$ cat src/rtl/nibble_adder_pkg.sv
// Shared definitions for the nibble-serial adder.
//   NIBBLE_W  : width of one ripple-carry slice step
//   state_t   : control FSM states (IDLE, ADD, DONE)
//   cnt_width : width of the nibble counter for a given nibble count
package nibble_adder_pkg;

    localparam int NIBBLE_W = 4;

    typedef enum logic [1:0] {
        IDLE = 2'd0,
        ADD  = 2'd1,
        DONE = 2'd2
    } state_t;

    // A single-nibble datapath still needs a one-bit counter.
    function automatic int cnt_width(input int nibbles);
        return (nibbles > 1) ? $clog2(nibbles) : 1;
    endfunction

endpackage

$ cat src/rtl/nibble_serial_adder_ripple_carry.sv
// 4-bit ripple-carry slice: the only combinational adder in the block.
//   a, b  : 4-bit addends
//   c_in  : carry into bit 0
//   s     : 4-bit sum
//   c_out : carry out of bit 3
module ripple_carry (
    input  logic [3:0] a,
    input  logic [3:0] b,
    input  logic       c_in,
    output logic [3:0] s,
    output logic       c_out
);

    logic [4:0] c;

    always_comb begin
        c    = '0;
        s    = '0;
        c[0] = c_in;
        for (int i = 0; i < 4; i++) begin
            s[i]     = a[i] ^ b[i] ^ c[i];
            c[i + 1] = (a[i] & b[i]) | (c[i] & (a[i] ^ b[i]));
        end
    end

    assign c_out = c[4];

endmodule

$ cat src/rtl/nibble_serial_adder.sv
// Multi-cycle wide adder. Operands are accepted over a valid/ready handshake,
// added one nibble per cycle (LSB first) through a single 4-bit ripple-carry
// slice, and the full sum plus carry-out is presented on a held valid/ready
// output.
//   clk       : clock, rising edge
//   rst_n     : asynchronous active-low reset
//   in_valid  : operand set valid
//   in_ready  : block can accept operands this cycle
//   a_in/b_in : WIDTH-bit operands
//   c_in      : carry into the LSB nibble
//   out_valid : sum/c_out valid
//   out_ready : downstream accepts result
//   sum       : registered WIDTH-bit sum
//   c_out     : registered carry-out of the MSB nibble
//   ovf       : signed overflow flag (only when OVERFLOW_FLAG_EN is defined)
// Optional feature macro: OVERFLOW_FLAG_EN
module nibble_serial_adder
    import nibble_adder_pkg::*;
#(
    parameter int WIDTH = 16
) (
    input  logic             clk,
    input  logic             rst_n,
    input  logic             in_valid,
    output logic             in_ready,
    input  logic [WIDTH-1:0] a_in,
    input  logic [WIDTH-1:0] b_in,
    input  logic             c_in,
    output logic             out_valid,
    input  logic             out_ready,
    output logic [WIDTH-1:0] sum,
    output logic             c_out
`ifdef OVERFLOW_FLAG_EN
    ,
    output logic             ovf
`endif
);

    localparam int NIBBLES = WIDTH / NIBBLE_W;
    localparam int CNT_W   = cnt_width(NIBBLES);

    if (((WIDTH % NIBBLE_W) != 0) || (WIDTH < 8)) begin : g_width_check
        $error("nibble_serial_adder: WIDTH must be a multiple of 4 and >= 8");
    end

    state_t              state;
    logic [WIDTH-1:0]    op_a;
    logic [WIDTH-1:0]    op_b;
    logic                carry;
    logic [CNT_W-1:0]    cnt;
    logic [NIBBLE_W-1:0] slice_s;
    logic                slice_c;
    logic                accept;

    ripple_carry u_slice (
        .a     (op_a[NIBBLE_W-1:0]),
        .b     (op_b[NIBBLE_W-1:0]),
        .c_in  (carry),
        .s     (slice_s),
        .c_out (slice_c)
    );

    // In DONE the retiring result frees the block, so a new set can be
    // taken on the very edge the old one leaves.
    assign in_ready = (state == IDLE) || ((state == DONE) && out_ready);
    assign accept   = in_valid && in_ready;

`ifdef OVERFLOW_FLAG_EN
    logic a_msb;
    logic b_msb;
`endif

    always_ff @(posedge clk or negedge rst_n) begin
        if (!rst_n) begin
            state     <= IDLE;
            op_a      <= '0;
            op_b      <= '0;
            carry     <= 1'b0;
            cnt       <= '0;
            sum       <= '0;
            c_out     <= 1'b0;
            out_valid <= 1'b0;
`ifdef OVERFLOW_FLAG_EN
            a_msb     <= 1'b0;
            b_msb     <= 1'b0;
            ovf       <= 1'b0;
`endif
        end else if (accept) begin
            // Accept only happens from IDLE or DONE; both restart the add.
            op_a      <= a_in;
            op_b      <= b_in;
            carry     <= c_in;
            cnt       <= '0;
            out_valid <= 1'b0;
            state     <= ADD;
`ifdef OVERFLOW_FLAG_EN
            a_msb     <= a_in[WIDTH-1];
            b_msb     <= b_in[WIDTH-1];
`endif
        end else begin
            case (state)
                ADD: begin
                    // Each slice result enters at the top; after NIBBLES
                    // steps the first nibble has reached bit 0.
                    sum   <= {slice_s, sum[WIDTH-1:NIBBLE_W]};
                    carry <= slice_c;
                    op_a  <= op_a >> NIBBLE_W;
                    op_b  <= op_b >> NIBBLE_W;
                    cnt   <= cnt + 1'b1;
                    if (cnt == CNT_W'(NIBBLES - 1)) begin
                        c_out     <= slice_c;
                        out_valid <= 1'b1;
                        state     <= DONE;
`ifdef OVERFLOW_FLAG_EN
                        // slice_s[3] is the MSB of the final sum.
                        ovf <= (a_msb == b_msb) && (slice_s[NIBBLE_W-1] != a_msb);
`endif
                    end
                end
                DONE: begin
                    if (out_ready) begin
                        out_valid <= 1'b0;
                        state     <= IDLE;
                    end
                end
                default: begin
                    state <= IDLE;
                end
            endcase
        end
    end

endmodule

$ cat config.mk
export PLATFORM = sky130hd
export DESIGN_NAME = nibble_serial_adder
export DESIGN_NICKNAME = d
export VERILOG_FILES = /design/src/rtl/nibble_adder_pkg.sv /design/src/rtl/nibble_serial_adder_ripple_carry.sv /design/src/rtl/nibble_serial_adder.sv
export SDC_FILE = /design/constraint.sdc
export NUM_CORES = 1
export LEC_CHECK = 0
export CORE_ASPECT_RATIO = 0.9
export CORE_MARGIN = 5
export CORE_UTILIZATION = 52
export CTS_BUF_LIST = sky130_fd_sc_hd__clkbuf_2
export CTS_CLUSTER_DIAMETER = 60
export DETAILED_ROUTE_END_ITERATION = 7
export PLACE_DENSITY = 0.82
export SLEW_MARGIN = 5
export SYNTH_ARGS = -nofsm -noshare
export SYNTH_HDL_FRONTEND = slang
export SYNTH_SLANG_ARGS = --single-unit
$ cat constraint.sdc
create_clock -name clk -period 2.7 [get_ports clk]
set_clock_uncertainty 0.1 [all_clocks]
set_input_delay 0.405 -clock clk [delete_from_list [all_inputs] [get_ports clk]]
set_output_delay 0.405 -clock clk [all_outputs]
set_load 0.1 [all_outputs]
# Word-level counts from Yosys, hierarchy flattened
# Index checks and enable logic that the tools add are counted.
# op_classes
add_sub_neg	1
n_eq_ne	5
muxes	16
n_bitwise	21
n_reduce_logical	10
# op_table
cell	n
16-bit two-way mux	4
2-bit two-way mux	5
1-bit AND	8
1-bit bitwise XOR	8
3-bit != test (second input constant)	2
3-bit AND reduction	2
1-bit two-way mux	5
2-bit equality test (second input constant)	2
1-bit bitwise OR	4
2-bit case mux with 2 select lines	1
2-bit AND reduction	2
3-bit nonzero test	1
2-bit by 1-bit adder with 2-bit output (second input constant)	1
2-bit by 1-bit equality test with 1-bit output (second input constant)	1
1-bit logical AND	2
2-bit logical NOT	1
1-bit case mux with 2 select lines	1
2-bit nonzero test	1
1-bit logical OR	1
1-bit NOT	1
# word_totals
ff_bits	55
inputBits	37
out_inout_bits	19

# Longest topological paths before layout
# depth
ltp_word	11
ltp_mapped	8

# Modules after synthesis
# From an unflattened synthesis, not the netlist that was laid out.
# unflattened
cells_unflattened	246
area_unflattened_um2	2491.1
# by_module_without_submodules
mod	instances	cells_each	area_per_inst_um2	seq_area_each_um2
nibble_serial_adder	1	232	2373.5	1376.3
ripple_carry	1	14	117.6	0.0

# Worst setup path before layout
# OpenSTA, ideal clock, no wires.
# synth_path
path_type	reg2out
from	register state[1]
to	output port in_ready
arrival_time_ns	1.790
t_required_ns	2.195
path_slack_ns	0.405
stages_incl_launch_ff	3
path_buffers	0
path_cell_list	dfrtp_1 -> nor2b_1 -> nor2_1
# synth_via
elab_chain_cells	3
word_cells_on_any_way	4
# synth_rtl
item	line_no	rtl
from (decl)	nibble_serial_adder.sv:46	state_t state;
from (signal assigned)	nibble_serial_adder.sv:75	state <= IDLE;
from (signal assigned)	nibble_serial_adder.sv:95	state <= ADD;
from (signal assigned)	nibble_serial_adder.sv:113	state <= DONE;
2-bit equality test	nibble_serial_adder.sv:65	assign in_ready = (state == IDLE) || ((state == DONE) && out_ready);
1-bit logical AND	nibble_serial_adder.sv:65	
1-bit logical OR *	nibble_serial_adder.sv:65	
to (decl)	nibble_serial_adder.sv:25	output logic in_ready,
# Every way passes the cells marked *; elsewhere a longest branch is shown, timed or not.

# Final worst setup path
# layout_path
from	register op_a[0]
to	register sum[15]
# layout_via
elab_chain_cells	8
word_cells_on_any_way	9
# layout_rtl
item	line_no	rtl
from (decl)	nibble_serial_adder.sv:47	logic [WIDTH-1:0] op_a;
from (signal assigned)	nibble_serial_adder.sv:90	op_a <= a_in;
from (signal assigned)	nibble_serial_adder.sv:107	op_a <= op_a >> NIBBLE_W;
1-bit bitwise XOR	nibble_serial_adder_ripple_carry.sv:22	c[i + 1] = (a[i] & b[i]) | (c[i] & (a[i] ^ b[i]));
1-bit AND	nibble_serial_adder_ripple_carry.sv:22	
1-bit bitwise OR *	nibble_serial_adder_ripple_carry.sv:22	
1-bit AND *	nibble_serial_adder_ripple_carry.sv:22	
1-bit bitwise OR *	nibble_serial_adder_ripple_carry.sv:22	
1-bit AND *	nibble_serial_adder_ripple_carry.sv:22	
1-bit bitwise OR *	nibble_serial_adder_ripple_carry.sv:22	
1-bit bitwise XOR *	nibble_serial_adder_ripple_carry.sv:21	s[i] = a[i] ^ b[i] ^ c[i];
to (signal assigned)	nibble_serial_adder.sv:105	sum <= {slice_s, sum[WIDTH-1:NIBBLE_W]};
to (decl)	nibble_serial_adder.sv:31	output logic [WIDTH-1:0] sum,
# Marked as above.
# A chain may end at the register's enable or synchronous reset.

==> key figures <==
Global route
  – Busiest grt layer: met2
  – Pin count of the biggest net entering global routing: 56
  – Gr ovfl total: 0
  – Met1 Use GR: between 20 and 25%
  – Met3 usage: under 10%
  – Number of global-route vias before repair: ~1800
  – Initial antenna violation count: 0
  – GRT Util Overall: 15.7%
  – Routing usage on met2: 24.6%
  – First-pass GRT wire length: slightly above 8000 um

Clock tree
  – CTS H-tree depth: 2
  – CTS resizes: 0
  – Hold_buf cts: 1
  – Root buf cell: clkbuf_2
  – Clk buf depth: 2
  – CTS sink cnt: 55
  – Register clock-pin slew on the reported worst setup and hold paths: ~0.25 ns
  – Post-CTS Setup Inserts: 0
  – CTS tree: built
  – CTS Buf Count: 5
  – Clock latency on the worst-skew pair: 0.42 ns

Setup path
  – CP endpoint kind: flip-flop
  – Crit path cell chain: fa_1 -> inv_1 -> fa_1 -> inv_1 -> fa_1 -> inv_1 -> fa_1 -> o21ai_0
  – CP Class: reg2reg
  – Startpoint class of the critical path: flip-flop
  – Worst stage delay on the critical path: between 0.4 and 0.5 ns
  – Worst Path Required: approximately 3.0 ns
  – WP data arrival: between 2 and 3 ns
  – Crit path max fanout: 2
  – CP dominant cell by count: fa_1
  – CP max stage cell: dfrtp_1

Yosys
  – Yosys warns: 0
  – Syn_nets: between 200 and 300
  – Yosys top cell by area: dfrtp_1
  – Avg Cell Area, Syn: roughly 12 um2
  – Cell Area, Synth: 2600 um2
  – Async SR Flop Fraction: 100%
  – Most frequent cell after synthesis: dfrtp_1
  – Post-synthesis cell count: 213
  – FF+latch count, synth: 55
  – Post-synthesis sequential area ratio: between 50% and 60%
  – Main area contributors after synthesis: dfrtp_1 (53%), mux2_4 (7.5%), mux2i_1 (6.9%)
  – Ys flop type: dfrtp_1
  – Yosys top cell area share: 52.9%
  – Synth unique cells: 23
  – Post-synth top cells: dfrtp_1 (55), nand3_1 (26), mux2i_1 (18), o21ai_1 (18), mux2_2 (15)
  – EDFF count, synth: 0

Place
  – Port bufs: 55
  – Dpl hpwl: around 3500 um
  – Final Wtd Congestion: around 0.78

Drt
  – Drt total wl: roughly 5000 um
  – Vias per cell: about 5.3
  – Final routed DRC violation total: 0
  – Avg WL per Cell: ~15 um
  – First-pass iteration count of the detailed router: 4
  – Vias: around 1800
  – DRT antenna net count: 0
  – Number of DRC markers in iteration 0: 98

STA
  – Setup violators final: 0
  – FMAX: roughly 0.44 GHz
  – Final setup TNS: 0 ns
  – RSZ-0062 raised after global routing: false
  – Final worst path period need: between 2 and 2.5 ns
  – Final Hold Vio Count: 0
  – Slew Limit Headroom: 55.1%
  – Worst Max-Slew Pin Slew: between 0.6 and 0.7 ns
  – Max Slew Vio Count: 0
  – Fin crit share: a little over four fifths

Floorplan
  – Initial Utilization: a little over half
  – Die height: about 77 um
  – Row Count: 24
  – Die W: ~85 um
  – Die Area: between 6000 and 7000 um2
  – Core area: 4830 um2
  – I/O pins: 56

Layout
  – Layout cells sized above 1: about 24%
  – Footprint of the multi-input gates: 1060 um2
  – FF/Latch Area: between 1000 and 1500 um2
  – Filler cells: 399
  – ANT cells: 0
  – Area Overhead vs Synth: 21.8%
  – Nets: roughly 310

Run status
  – Run status: finished clean

Worst hold path
  – HP Class: in2reg

Flow run
  – Maxcap violations: 0
-- stage by stage --
step                hold slack, ns  setup WS, ns  instances  util, %  instance area (um2)
floorplan                  0.00941         0.405        213        -                 2600
global placement             0.385         0.504        324     64.5                 3120
detailed placement           0.403         0.452        324     64.5                 3120
CTS                          0.366         0.414        333     65.5                 3170
global route                 0.353         0.307        333     65.5                 3170
finish                       0.391         0.436        333     65.5                 3170
-- layout by cell type (no fill, tap or decap) --
master | Yosys | routed
and2_1 | 1 | 1
buf_12 | 2 | 2
buf_2 | 3 | 1
buf_4 | 0 | 23
clkbuf_2 | 0 | 7
clkdlybuf4s50_1 | 0 | 35
clkinv_2 | 0 | 1
dfrtp_1 | 55 | 55
dlygate4sd3_1 | 0 | 1
fa_1 | 4 | 4
ha_1 | 1 | 1
inv_1 | 7 | 7
mux2_2 | 15 | 15
mux2_4 | 13 | 13
mux2i_1 | 18 | 18
nand2_1 | 13 | 13
nand2_2 | 1 | 1
nand2b_1 | 2 | 1
nand2b_2 | 0 | 1
nand3_1 | 26 | 26
nand3b_1 | 1 | 1
nor2_1 | 4 | 4
nor2b_1 | 3 | 2
nor2b_2 | 0 | 1
o21ai_0 | 14 | 14
o21ai_1 | 18 | 18
o221ai_1 | 1 | 1
xor2_1 | 1 | 1
-- worst max-delay path, delay by kind of cell, from the launching register on --
family          cells  cell delay [ns]
flops               1             0.46
compound gates      1             0.15
fa+ha+maj           4             1.32
buf+inv             3             0.20
-- registers in the layout, indices dropped and copies added, names as in the netlist --
name       flops
carry          1
op_b          16
out_valid      1
state          2
cnt            2
sum           16
c_out          1
op_a          16
-- path summary, 6_finish.rpt --
| path | depth (start not counted) | slack [ns] | endpoint | from |
|---|---|---|---|---|
| max in group asynchronous | 3 | 1.56 | op_b[6]$_DFFE_PN0P_ | rst_n |
| max | 8 | 0.44 | sum[15]$_DFFE_PN0P_ | op_a[0]$_DFFE_PN0P_ |
| min reg2reg | 2 | 0.44 | op_b[15]$_DFFE_PN0P_ | op_b[15]$_DFFE_PN0P_ |
| max reg2reg | 8 | 0.44 | sum[15]$_DFFE_PN0P_ | op_a[0]$_DFFE_PN0P_ |
| min in group asynchronous | 3 | 0.48 | sum[7]$_DFFE_PN0P_ | rst_n |
| min | 3 | 0.39 | op_b[15]$_DFFE_PN0P_ | b_in[15] |
-- kinds of logic after synthesis --
| family | count (synthesis) | synth area share (%) |
|---|---|---|
| mux | 46 | 20.9 |
| simple gates | 51 | 9.43 |
| xor+xnor | 1 | 0.337 |
| flops | 55 | 52.9 |
| buf+inv | 22 | 6.30 |
| fa+ha+maj | 5 | 3.56 |
| compound gates | 33 | 6.50 |
-- area by class of cell --
| type | instances | area share [%] |
|---|---|---|
| inverters | 7 | 0.830 |
| well taps | 65 | 2.57 |
| flip-flops and latches | 55 | 43.5 |
| multi-input cells | 136 | 33.6 |
| clock inverters | 1 | 0.158 |
| clock buffers | 7 | 1.11 |
| repair buffers | 62 | 18.3 |
-- routing by layer --
| layer | vias up | wire (um) | share of wire, % |
|---|---|---|---|
| met4 | 0 | 55 | 1.1 |
| met5 | - | 0 | 0 |
| met3 | 8 | 313 | 6.3 |
| met1 | 874 | 2230 | 45 |
| met2 | 54 | 2360 | 48 |
| li1 | 843 | - | - |
Power is left out: the tool's default activity adds up to more than one toggle a clock period on the data nets, which glitch-free logic cannot reach.
